### src/rtl/jogo_pkg.sv
// Shared state codes, output bundle and decode helpers for the quiz game controller.
package jogo_pkg;

    localparam int unsigned NUM_RODADAS      = 8;
    localparam int unsigned MAX_ERROS_PADRAO = 3;

    typedef enum logic [3:0] {
        StInicial      = 4'h0,
        StPrepara      = 4'h1,
        StMostra       = 4'h2,
        StZeraT        = 4'h3,
        StEspera       = 4'h4,
        StRegistra     = 4'h5,
        StCompara      = 4'h6,
        StAcerto       = 4'h7,
        StContaAcerto  = 4'h8,
        StResultAcerto = 4'h9,
        StErro         = 4'hA,
        StResultErro   = 4'hB,
        StProxima      = 4'hC,
        StFim          = 4'hD
    } estado_t;

    typedef struct packed {
        logic zera_contador_jogada;
        logic zera_contador_score;
        logic zera_timer_resultado;
        logic zera_timeout;
        logic zeraR;
        logic zera_tempo_de_jogo;
        logic conta_score;
        logic conta_timer_resultado;
        logic conta_timeout;
        logic registraR;
        logic liga_led;
        logic mostra_tempo_de_jogo;
        logic acertou;
        logic errou;
        logic pronto;
    } saidas_t;

    function automatic saidas_t decodifica_saidas(estado_t e);
        saidas_t s;
        s = '0;
        case (e)
            StPrepara: begin
                s.zera_contador_jogada = 1'b1;
                s.zera_contador_score  = 1'b1;
                s.zera_timer_resultado = 1'b1;
                s.zera_timeout         = 1'b1;
                s.zeraR                = 1'b1;
                s.zera_tempo_de_jogo   = 1'b1;
            end
            StMostra: begin
                s.liga_led              = 1'b1;
                s.conta_timer_resultado = 1'b1;
            end
            StZeraT: begin
                s.zera_timer_resultado = 1'b1;
                s.zera_timeout         = 1'b1;
                s.zeraR                = 1'b1;
            end
            StEspera:      s.conta_timeout = 1'b1;
            StRegistra:    s.registraR     = 1'b1;
            StContaAcerto: s.conta_score   = 1'b1;
            StResultAcerto: begin
                s.acertou               = 1'b1;
                s.conta_timer_resultado = 1'b1;
            end
            StResultErro: begin
                s.errou                 = 1'b1;
                s.conta_timer_resultado = 1'b1;
            end
            StProxima:     s.zera_timer_resultado = 1'b1;
            StFim: begin
                s.pronto               = 1'b1;
                s.mostra_tempo_de_jogo = 1'b1;
            end
            default: ;
        endcase
        return s;
    endfunction

    // States in which a pause request freezes the game.
    function automatic logic estado_pausavel(estado_t e);
        return (e == StMostra) || (e == StEspera) || (e == StResultAcerto) || (e == StResultErro);
    endfunction

endpackage

### src/rtl/unidade_controle_jogo_if.sv
// Control/status bundle between the game controller (master) and the datapath/player (slave).
interface unidade_controle_jogo_if;

    logic       iniciar;
    logic       pausa;
    logic       fez_jogada;
    logic       jogada_igual_memoria;
    logic       deu_timeout;
    logic       ultima_jogada;
    logic       fim_timer_resultado;
    logic       zera_contador_jogada;
    logic       zera_contador_score;
    logic       zera_timer_resultado;
    logic       zera_timeout;
    logic       zeraR;
    logic       zera_tempo_de_jogo;
    logic       conta_score;
    logic       conta_jogada;
    logic       conta_timer_resultado;
    logic       conta_timeout;
    logic       registraR;
    logic       liga_led;
    logic       mostra_tempo_de_jogo;
    logic       acertou;
    logic       errou;
    logic       pronto;
    logic [3:0] db_estado;

    modport master (
        input  iniciar, pausa, fez_jogada, jogada_igual_memoria, deu_timeout, ultima_jogada,
               fim_timer_resultado,
        output zera_contador_jogada, zera_contador_score, zera_timer_resultado, zera_timeout,
               zeraR, zera_tempo_de_jogo, conta_score, conta_jogada, conta_timer_resultado,
               conta_timeout, registraR, liga_led, mostra_tempo_de_jogo, acertou, errou, pronto,
               db_estado
    );

    modport slave (
        output iniciar, pausa, fez_jogada, jogada_igual_memoria, deu_timeout, ultima_jogada,
               fim_timer_resultado,
        input  zera_contador_jogada, zera_contador_score, zera_timer_resultado, zera_timeout,
               zeraR, zera_tempo_de_jogo, conta_score, conta_jogada, conta_timer_resultado,
               conta_timeout, registraR, liga_led, mostra_tempo_de_jogo, acertou, errou, pronto,
               db_estado
    );

endinterface

### src/rtl/contador_erros.sv
// Saturating miss counter; flags when the configured miss limit (0 = unlimited) is reached.
module contador_erros #(
    parameter int unsigned ERR_W     = 2,
    parameter int unsigned MAX_ERROS = 3
) (
    input  logic clock,
    input  logic reset,
    input  logic i_zera,
    input  logic i_incrementa,
    output logic o_limite_atingido
);

    logic [ERR_W-1:0] r_erros;

    always_ff @(posedge clock or negedge reset) begin
        if (!reset) begin
            r_erros <= '0;
        end else if (i_zera) begin
            r_erros <= '0;
        end else if (i_incrementa && (r_erros != '1)) begin
            r_erros <= r_erros + 1'b1;
        end
    end

    assign o_limite_atingido = (MAX_ERROS != 0) && (32'(r_erros) >= MAX_ERROS);

endmodule

### src/rtl/unidade_controle_jogo.sv
// Moore control FSM sequencing an 8-round quiz game over the datapath.
// Optional pause support is built when PAUSA_EN is defined.
module unidade_controle_jogo
    import jogo_pkg::*;
#(
    parameter int unsigned MAX_ERROS = MAX_ERROS_PADRAO,
    parameter int unsigned ERR_W     = 2
) (
    input  logic                    clock,
    input  logic                    reset,
    unidade_controle_jogo_if.master bus
);

    estado_t r_estado;
    estado_t w_prox;
    saidas_t r_saidas;
    logic    w_limite;
    logic    w_pausa_ativa;

`ifdef PAUSA_EN
    assign w_pausa_ativa = bus.pausa && estado_pausavel(r_estado);
`else
    assign w_pausa_ativa = 1'b0;
`endif

    contador_erros #(
        .ERR_W     (ERR_W),
        .MAX_ERROS (MAX_ERROS)
    ) u_contador_erros (
        .clock             (clock),
        .reset             (reset),
        .i_zera            (r_estado == StPrepara),
        .i_incrementa      (r_estado == StErro),
        .o_limite_atingido (w_limite)
    );

    always_comb begin
        w_prox = r_estado;
        if (!w_pausa_ativa) begin
            case (r_estado)
                StInicial:      if (bus.iniciar) w_prox = StPrepara;
                StPrepara:      w_prox = StMostra;
                StMostra:       if (bus.fim_timer_resultado) w_prox = StZeraT;
                StZeraT:        w_prox = StEspera;
                StEspera: begin
                    if (bus.fez_jogada)       w_prox = StRegistra;
                    else if (bus.deu_timeout) w_prox = StErro;
                end
                StRegistra:     w_prox = StCompara;
                StCompara:      w_prox = bus.jogada_igual_memoria ? StAcerto : StErro;
                StAcerto:       w_prox = StContaAcerto;
                StContaAcerto:  w_prox = StResultAcerto;
                StResultAcerto: if (bus.fim_timer_resultado) w_prox = StProxima;
                StErro:         w_prox = StResultErro;
                StResultErro:   if (bus.fim_timer_resultado) w_prox = StProxima;
                StProxima:      w_prox = (bus.ultima_jogada || w_limite) ? StFim : StMostra;
                StFim:          if (bus.iniciar) w_prox = StPrepara;
                default:        w_prox = StInicial;
            endcase
        end
    end

    // Outputs are registered from the next state so they line up with r_estado.
    always_ff @(posedge clock or negedge reset) begin
        if (!reset) begin
            r_estado <= StInicial;
            r_saidas <= '0;
        end else begin
            r_estado <= w_prox;
            r_saidas <= decodifica_saidas(w_prox);
        end
    end

    assign bus.zera_contador_jogada  = r_saidas.zera_contador_jogada;
    assign bus.zera_contador_score   = r_saidas.zera_contador_score;
    assign bus.zera_timer_resultado  = r_saidas.zera_timer_resultado;
    assign bus.zera_timeout          = r_saidas.zera_timeout;
    assign bus.zeraR                 = r_saidas.zeraR;
    assign bus.zera_tempo_de_jogo    = r_saidas.zera_tempo_de_jogo;
    assign bus.conta_score           = r_saidas.conta_score && !w_pausa_ativa;
    assign bus.conta_timer_resultado = r_saidas.conta_timer_resultado && !w_pausa_ativa;
    assign bus.conta_timeout         = r_saidas.conta_timeout && !w_pausa_ativa;
    assign bus.registraR             = r_saidas.registraR;
    assign bus.liga_led              = r_saidas.liga_led;
    assign bus.mostra_tempo_de_jogo  = r_saidas.mostra_tempo_de_jogo;
    assign bus.acertou               = r_saidas.acertou;
    assign bus.errou                 = r_saidas.errou;
    assign bus.pronto                = r_saidas.pronto;
    assign bus.db_estado             = r_estado;

    // Advance the round counter only when the game continues, so it stops on the last question.
    assign bus.conta_jogada = (r_estado == StProxima) && !bus.ultima_jogada && !w_limite
                              && !w_pausa_ativa;

endmodule

### src/flat_wrapper.sv
// flat-port wrapper written by rule: the top's interface ports become plain ports
module unidade_controle_jogo_flat import jogo_pkg::*;
#(
    parameter int unsigned MAX_ERROS = MAX_ERROS_PADRAO,
    parameter int unsigned ERR_W     = 2
)
  (clock, reset, bus_iniciar, bus_pausa, bus_fez_jogada, bus_jogada_igual_memoria, bus_deu_timeout, bus_ultima_jogada, bus_fim_timer_resultado, bus_zera_contador_jogada, bus_zera_contador_score, bus_zera_timer_resultado, bus_zera_timeout, bus_zeraR, bus_zera_tempo_de_jogo, bus_conta_score, bus_conta_jogada, bus_conta_timer_resultado, bus_conta_timeout, bus_registraR, bus_liga_led, bus_mostra_tempo_de_jogo, bus_acertou, bus_errou, bus_pronto, bus_db_estado);
  unidade_controle_jogo_if bus_i ();
  input  logic clock;
  input  logic reset;
  input wire logic [$bits(bus_i.iniciar)-1:0] bus_iniciar;
  input wire logic [$bits(bus_i.pausa)-1:0] bus_pausa;
  input wire logic [$bits(bus_i.fez_jogada)-1:0] bus_fez_jogada;
  input wire logic [$bits(bus_i.jogada_igual_memoria)-1:0] bus_jogada_igual_memoria;
  input wire logic [$bits(bus_i.deu_timeout)-1:0] bus_deu_timeout;
  input wire logic [$bits(bus_i.ultima_jogada)-1:0] bus_ultima_jogada;
  input wire logic [$bits(bus_i.fim_timer_resultado)-1:0] bus_fim_timer_resultado;
  output wire logic [$bits(bus_i.zera_contador_jogada)-1:0] bus_zera_contador_jogada;
  output wire logic [$bits(bus_i.zera_contador_score)-1:0] bus_zera_contador_score;
  output wire logic [$bits(bus_i.zera_timer_resultado)-1:0] bus_zera_timer_resultado;
  output wire logic [$bits(bus_i.zera_timeout)-1:0] bus_zera_timeout;
  output wire logic [$bits(bus_i.zeraR)-1:0] bus_zeraR;
  output wire logic [$bits(bus_i.zera_tempo_de_jogo)-1:0] bus_zera_tempo_de_jogo;
  output wire logic [$bits(bus_i.conta_score)-1:0] bus_conta_score;
  output wire logic [$bits(bus_i.conta_jogada)-1:0] bus_conta_jogada;
  output wire logic [$bits(bus_i.conta_timer_resultado)-1:0] bus_conta_timer_resultado;
  output wire logic [$bits(bus_i.conta_timeout)-1:0] bus_conta_timeout;
  output wire logic [$bits(bus_i.registraR)-1:0] bus_registraR;
  output wire logic [$bits(bus_i.liga_led)-1:0] bus_liga_led;
  output wire logic [$bits(bus_i.mostra_tempo_de_jogo)-1:0] bus_mostra_tempo_de_jogo;
  output wire logic [$bits(bus_i.acertou)-1:0] bus_acertou;
  output wire logic [$bits(bus_i.errou)-1:0] bus_errou;
  output wire logic [$bits(bus_i.pronto)-1:0] bus_pronto;
  output wire logic [$bits(bus_i.db_estado)-1:0] bus_db_estado;
  assign bus_i.iniciar = bus_iniciar;
  assign bus_i.pausa = bus_pausa;
  assign bus_i.fez_jogada = bus_fez_jogada;
  assign bus_i.jogada_igual_memoria = bus_jogada_igual_memoria;
  assign bus_i.deu_timeout = bus_deu_timeout;
  assign bus_i.ultima_jogada = bus_ultima_jogada;
  assign bus_i.fim_timer_resultado = bus_fim_timer_resultado;
  assign bus_zera_contador_jogada = bus_i.zera_contador_jogada;
  assign bus_zera_contador_score = bus_i.zera_contador_score;
  assign bus_zera_timer_resultado = bus_i.zera_timer_resultado;
  assign bus_zera_timeout = bus_i.zera_timeout;
  assign bus_zeraR = bus_i.zeraR;
  assign bus_zera_tempo_de_jogo = bus_i.zera_tempo_de_jogo;
  assign bus_conta_score = bus_i.conta_score;
  assign bus_conta_jogada = bus_i.conta_jogada;
  assign bus_conta_timer_resultado = bus_i.conta_timer_resultado;
  assign bus_conta_timeout = bus_i.conta_timeout;
  assign bus_registraR = bus_i.registraR;
  assign bus_liga_led = bus_i.liga_led;
  assign bus_mostra_tempo_de_jogo = bus_i.mostra_tempo_de_jogo;
  assign bus_acertou = bus_i.acertou;
  assign bus_errou = bus_i.errou;
  assign bus_pronto = bus_i.pronto;
  assign bus_db_estado = bus_i.db_estado;
  unidade_controle_jogo #(.MAX_ERROS(MAX_ERROS), .ERR_W(ERR_W)) u_core (.clock(clock), .reset(reset), .bus(bus_i));
endmodule
### config.mk
export PLATFORM = sky130hd
export DESIGN_NAME = unidade_controle_jogo_flat
export DESIGN_NICKNAME = d
export VERILOG_FILES = /design/src/rtl/jogo_pkg.sv /design/src/rtl/unidade_controle_jogo_if.sv /design/src/rtl/contador_erros.sv /design/src/rtl/unidade_controle_jogo.sv /design/src/flat_wrapper.sv
export SDC_FILE = /design/constraint.sdc
export NUM_CORES = 1
export LEC_CHECK = 0
export CELL_PAD_IN_SITES_DETAIL_PLACEMENT = 1
export CELL_PAD_IN_SITES_GLOBAL_PLACEMENT = 1
export CORE_MARGIN = 2
export CORE_UTILIZATION = 36
export CTS_CLUSTER_SIZE = 16
export DETAILED_ROUTE_END_ITERATION = 6
export GPL_TIMING_DRIVEN = 0
export HOLD_SLACK_MARGIN = 0.05
export PLACE_DENSITY = 0.83
export SYNTH_ARGS = -nofsm -noshare
export SYNTH_HDL_FRONTEND = slang
export SYNTH_SLANG_ARGS = --single-unit
### constraint.sdc
create_clock -name clock -period 2.3 [get_ports clock]
set_clock_uncertainty 0.1 [all_clocks]
set_input_delay 0.23 -clock clock [delete_from_list [all_inputs] [get_ports clock]]
set_output_delay 0.23 -clock clock [all_outputs]
set_load 0.03 [all_outputs]
# == After elaboration in Yosys (flattened, before gate mapping) ==
# Cells that the tools add are included.
# word_totals
inputBits,9
reg_bits,20
# classes
n_eq_ne,24
order_cmp,1
reduce_logical,13
add_sub_neg,1
n_mux,22
# ops
operator,n
$pmux W4 S12,1
$eq A4 B4 Y1 const B,11
$mux W4,7
$eq A4 B3 Y1 const B,6
$eq A4 B2 Y1 const B,4
$mux W1,10
$eq A4 B1 Y1 const B,2
$mux W2,4
$reduce_or A2 Y1,3
$reduce_or A3 Y1,2
$logic_not A4 Y1,1
$logic_and A1 B1 Y1,3
$add A2 B1 Y2 const B,1
$ge A2 B2 Y1 const B,1
$logic_not A1 Y1,2
$ne A2 B2 Y1 const B,1
$reduce_bool A2 Y1,1
$logic_or A1 B1 Y1,1

# == Depth between registers and ports, before layout ==
# depth
ltp_word,7
mapped_depth,6
mapped_depth_nobuf,6

# == Hierarchy ==
# From an unflattened synthesis, not the netlist that was laid out.
# hier_totals
hier_cells,91
hier_area_um2,935.9
# modules_own_cells
module,cells_each,area_each_um2,instances,seq_area_each_um2
unidade_controle_jogo,81,812.0,1,375.4
contador_erros,10,123.9,1,50.0

# == Worst setup path after synthesis ==
# No wires, ideal clock.
# synth_path
path_type,flip-flop to flip-flop
from,register u_core.r_estado[2] (netlist: u_core.bus.db_estado[2])
to,"register u_core.r_saidas, in the netlist u_core.bus.acertou"
n_path_buf,1
path_slack_ns,0.460
path_stages_with_launch,7
required_ns,2.105
arrival_ns,1.645
setup_time_ns,0.095
cell_sequence,dfrtp_1 -> buf_6 -> and4bb_4 -> nor2b_4 -> nor4_4 -> inv_2 -> nor4b_2
# synth_between
elab_chain_len,5
word_cells_on_any_way,24
# synth_lines
item,line_no,source
start: declaration,unidade_controle_jogo.sv:14,estado_t r_estado;
start signal: assignment,unidade_controle_jogo.sv:66,r_estado <= StInicial;
start signal: assignment,unidade_controle_jogo.sv:69,r_estado <= w_prox;
$eq A4 B4 Y1 or $logic_not A4 Y1 (tied branches),unidade_controle_jogo.sv:40,case (r_estado)
$reduce_or A2 Y1 (no line),n/a,
$pmux W4 S12 (*),unidade_controle_jogo.sv:40,
named net u_core.w_prox[1],unidade_controle_jogo.sv:15,estado_t w_prox;
$eq A4 B4 Y1 (*),jogo_pkg.sv:45,case (e)
$mux W1 (*),jogo_pkg.sv:45,
end signal: assignment,unidade_controle_jogo.sv:70,r_saidas <= decodifica_saidas(w_prox);
end: declaration,unidade_controle_jogo.sv:16,saidas_t r_saidas;
# Mark *: on every way through the listed nets, which the timed path passes. The rest lies on a longest branch.
# A chain may end at the register's enable or synchronous reset.

# == Final worst setup path ==
# layout_path
from,register u_core.u_contador_erros.r_erros[0]
to,output port bus_conta_jogada
# layout_between
elab_chain_len,3
# layout_lines
item,line_no,source
start: declaration,contador_erros.sv:13,logic [ERR_W-1:0] r_erros;
start signal: assignment,contador_erros.sv:21,r_erros <= r_erros + 1'b1;
$ge A2 B2 Y1,contador_erros.sv:25,assign o_limite_atingido = (MAX_ERROS != 0) && (32'(r_erros) >= MAX_ERROS);
$logic_not A1 Y1,unidade_controle_jogo.sv:92,assign bus.conta_jogada = (r_estado == StProxima) && !bus.ultima_jogada && !w_limite
$logic_and A1 B1 Y1,unidade_controle_jogo.sv:92,
end: declaration,flat_wrapper.sv:25,output wire logic [$bits(bus_i.conta_jogada)-1:0] bus_conta_jogada;
# Every way passes these cells.

==> results_dict.tcl <==
set metrics [dict create \
    finalCritPeriodShare 0.962 \
    synth_top_area_frac 0.404 \
    worst_setup_path_end_kind "primary output" \
    hpwl_mm 2.06 \
    drive_gt1_frac 0.274 \
    synth_area_leader_cell "dfrtp_1" \
    dpl_worst_slack_ns 0.149 \
    internal_power_uw 1040 \
    crit_path_start_kind "register" \
    drv_cap 0 \
    reg2reg_from "u_core.u_contador_erros.r_erros[0]" \
    synthCells 93 \
    worst_pin_slew_ns 0.787 \
    yosysSeqAreaShare 0.404 \
    first_iter_violations 13 \
    ff2ff_path_depth 5 \
    cts-root-buf "clkbuf_4" \
    synth-edff-count 0 \
    chipWidth_um 58.1 \
    fmax_ghz 0.452 \
    cts_made_buffers 3 \
    hp-class "input port to asynchronous set/reset pin" \
    rows 19 \
    p_leak_uw 0.000601 \
    portBuffers 27 \
    cts_buffer_depth 2 \
    power_density_nw_per_um2 1430 \
    regToRegEndpoint "u_core.bus.liga_led" \
    htreeDepth 1 \
    maxSlewViolCount 0 \
    pwr-share-seq 0.237 \
    setup_viol 0 \
    num_io_pins 29 \
    fin_ws_ns 0.0870 \
    clkPwrFrac 0.086 \
    ir_worst_vdd_mv 1.07 \
    crit_type "register to primary output" \
    fillers 320 \
    totalWireLength_mm 2.61 \
    fp.dieH_um 58.1 \
    critPathCapture "bus_conta_jogada" \
    slew-limit-headroom 0.473 \
    start_util 0.382 \
    antenna_found_initial 0 \
    p_switching_uw 949 \
    cts_setup_buffers 0 \
    clk_latency_ns 0.30 \
    vias 847 \
    hold-worst-slack_ns 0.274 \
    rsz0062_at_grt "yes" \
    cts_tree "yes" \
    synth_warnings 0 \
    gp_congestion 0.914 \
    synth.most_common_cell "dfrtp_1" \
    viasPerCell 5.46 \
    synthFlopType "dfrtp_1" \
    ys_ff_latch 17 \
    cp.required_ns 1.97 \
    synth_common_cells "17 x dfrtp_1, 6 x buf_4, 4 x a21oi_1, 4 x nand2_1, 4 x nand2b_1" \
    clkSinkCount 17 \
    grt_pass1_wl_mm 4.26 \
    syn_to_final_growth_pct 31.8 \
    syn_area_per_cell_um2 11.3 \
    async_flop_share 1.00 \
    grt-ovfl-total 0 \
    swShare 0.478 \
    die-area_um2 3380 \
    grt_max_degree 18 \
    synthTopCellsByArea "dfrtp_1 40%, buf_4 4.3%, nor4b_2 2.9%" \
    crit_path_start "u_core.u_contador_erros.r_erros[0]" \
    clk_pin_slew_ns 0.11 \
    status "finished, final reports clean" \
    fin_cells 155 \
    synth_cell_type_count 49 \
    post-route-min-period_ns 2.21 \
    drt_pre_antenna_iters 4 \
    cp_max_fo 4 \
    avgRoutedWirePerCell_um 16.8 \
    fin_nets 135 \
    cts_hold_buf 0 \
    core_um2 2760 \
    synth_area_um2 1050 \
    hold_viol 0 \
    placedCellCount 151 \
    drc 0 \
    comb_power_share 0.677 \
    grt_pass1_vias 900 \
    reg2reg_setup_slack_ns 0.22 \
    synth_nets 103 \
    worstPathArrival_ns 1.88 \
    grt_usage 0.172 \
    antenna_left 0 \
    finalPower_uw 1980 \
    n_antenna_cell 0 \
]
[worst min-delay path by stage]
stage / start / endpoint / cells past startpoint
after floorplan: reset / u_core.bus.acertou / 0
after global placement: u_core.u_contador_erros.r_erros[1] / u_core.u_contador_erros.r_erros[1] / 2
after detailed placement: u_core.u_contador_erros.r_erros[1] / u_core.u_contador_erros.r_erros[1] / 2
after CTS: reset / u_core.bus.registraR / 1
after global routing: reset / u_core.bus.registraR / 1
final: reset / u_core.bus.registraR / 1
[flip-flops by register name (all words and copies together) (netlist names)]
register	cells
u_core.bus.acertou	1
u_core.bus.conta_score	1
u_core.bus.conta_timeout	1
u_core.bus.conta_timer_resultado	1
u_core.bus.db_estado	4
u_core.bus.errou	1
u_core.bus.liga_led	1
u_core.bus.mostra_tempo_de_jogo	1
u_core.bus.registraR	1
u_core.bus.zeraR	1
u_core.bus.zera_contador_jogada	1
u_core.bus.zera_timer_resultado	1
u_core.u_contador_erros.r_erros	2
[metal layers]
layer / up-vias / routed length (um) / share of wire / global-route usage
met4: 0 / 65 / 0.025 / 0.0963
met3: 7 / 112 / 0.043 / 0.0290
met5: - / 0 / 0 / 0
met2: 25 / 1250 / 0.48 / 0.276
li1: 399 / - / - / -
met1: 416 / 1190 / 0.45 / 0.219
[worst max-delay path: stages, from the launching register on]
cell           delay, ns
dfrtp_1             0.42
ha_1                0.24
or2_2               0.35
nor2b_4             0.15
dlygate4sd2_1       0.41
[cell type report]
class,count,area [um2],area share
buffer,9,72.6,0.0523
clock buffer,3,22.5,0.0162
clock inverter,1,5.00,0.00360
inverter,4,15.0,0.0108
multi-input combinational,63,541,0.389
sequential,17,425,0.306
tap,31,38.8,0.0279
timing repair buffer,27,269,0.194
[power by group through the flow]
stage,clock network (uW),logic [uW],registers (uW)
after floorplan,0,804,630
after global placement,0,1320,468
after detailed placement,0,1350,477
after CTS,176,1350,471
after global routing,189,1440,482
final,171,1340,470
[cells by family after synthesis]
family                     synth area share
adders and majority gates            0.0119
AOI/OAI and AO/OA                     0.179
and+or+nand+nor                       0.308
DFF                                   0.404
buffers and inverters                0.0831
muxes                                0.0142
[cells in the final DEF (no fill, tap or decap), drive strengths merged, types with 3 or more instances in the layout]
cell,instances
a21oi,4
and3,3
buf,9
clkbuf,3
clkdlybuf4s50,26
dfrtp,17
inv,4
nand2,4
nand2b,5
nor2,3
nor2b,5
nor3,3
nor4,3
nor4b,3
o21ai,3
[repair_timing]
| action | in CTS | in global routing |
|---|---|---|
| pin swaps | 0 | 0 |
| endpoints found under the setup margin | 1 | 1 |
| gates resized for setup | 1 | 0 |
[through the flow]
step / area, um2 / TNS [ns] / util
after floorplan: 1050 / 0 / -
after CTS: 1390 / 0 / 0.504
final: 1390 / 0 / 0.504
after detailed placement: 1360 / 0 / 0.494
after global placement: 1360 / 0 / 0.494
after global routing: 1390 / -0.00285 / 0.504
Power figures use the tool's default switching activity.
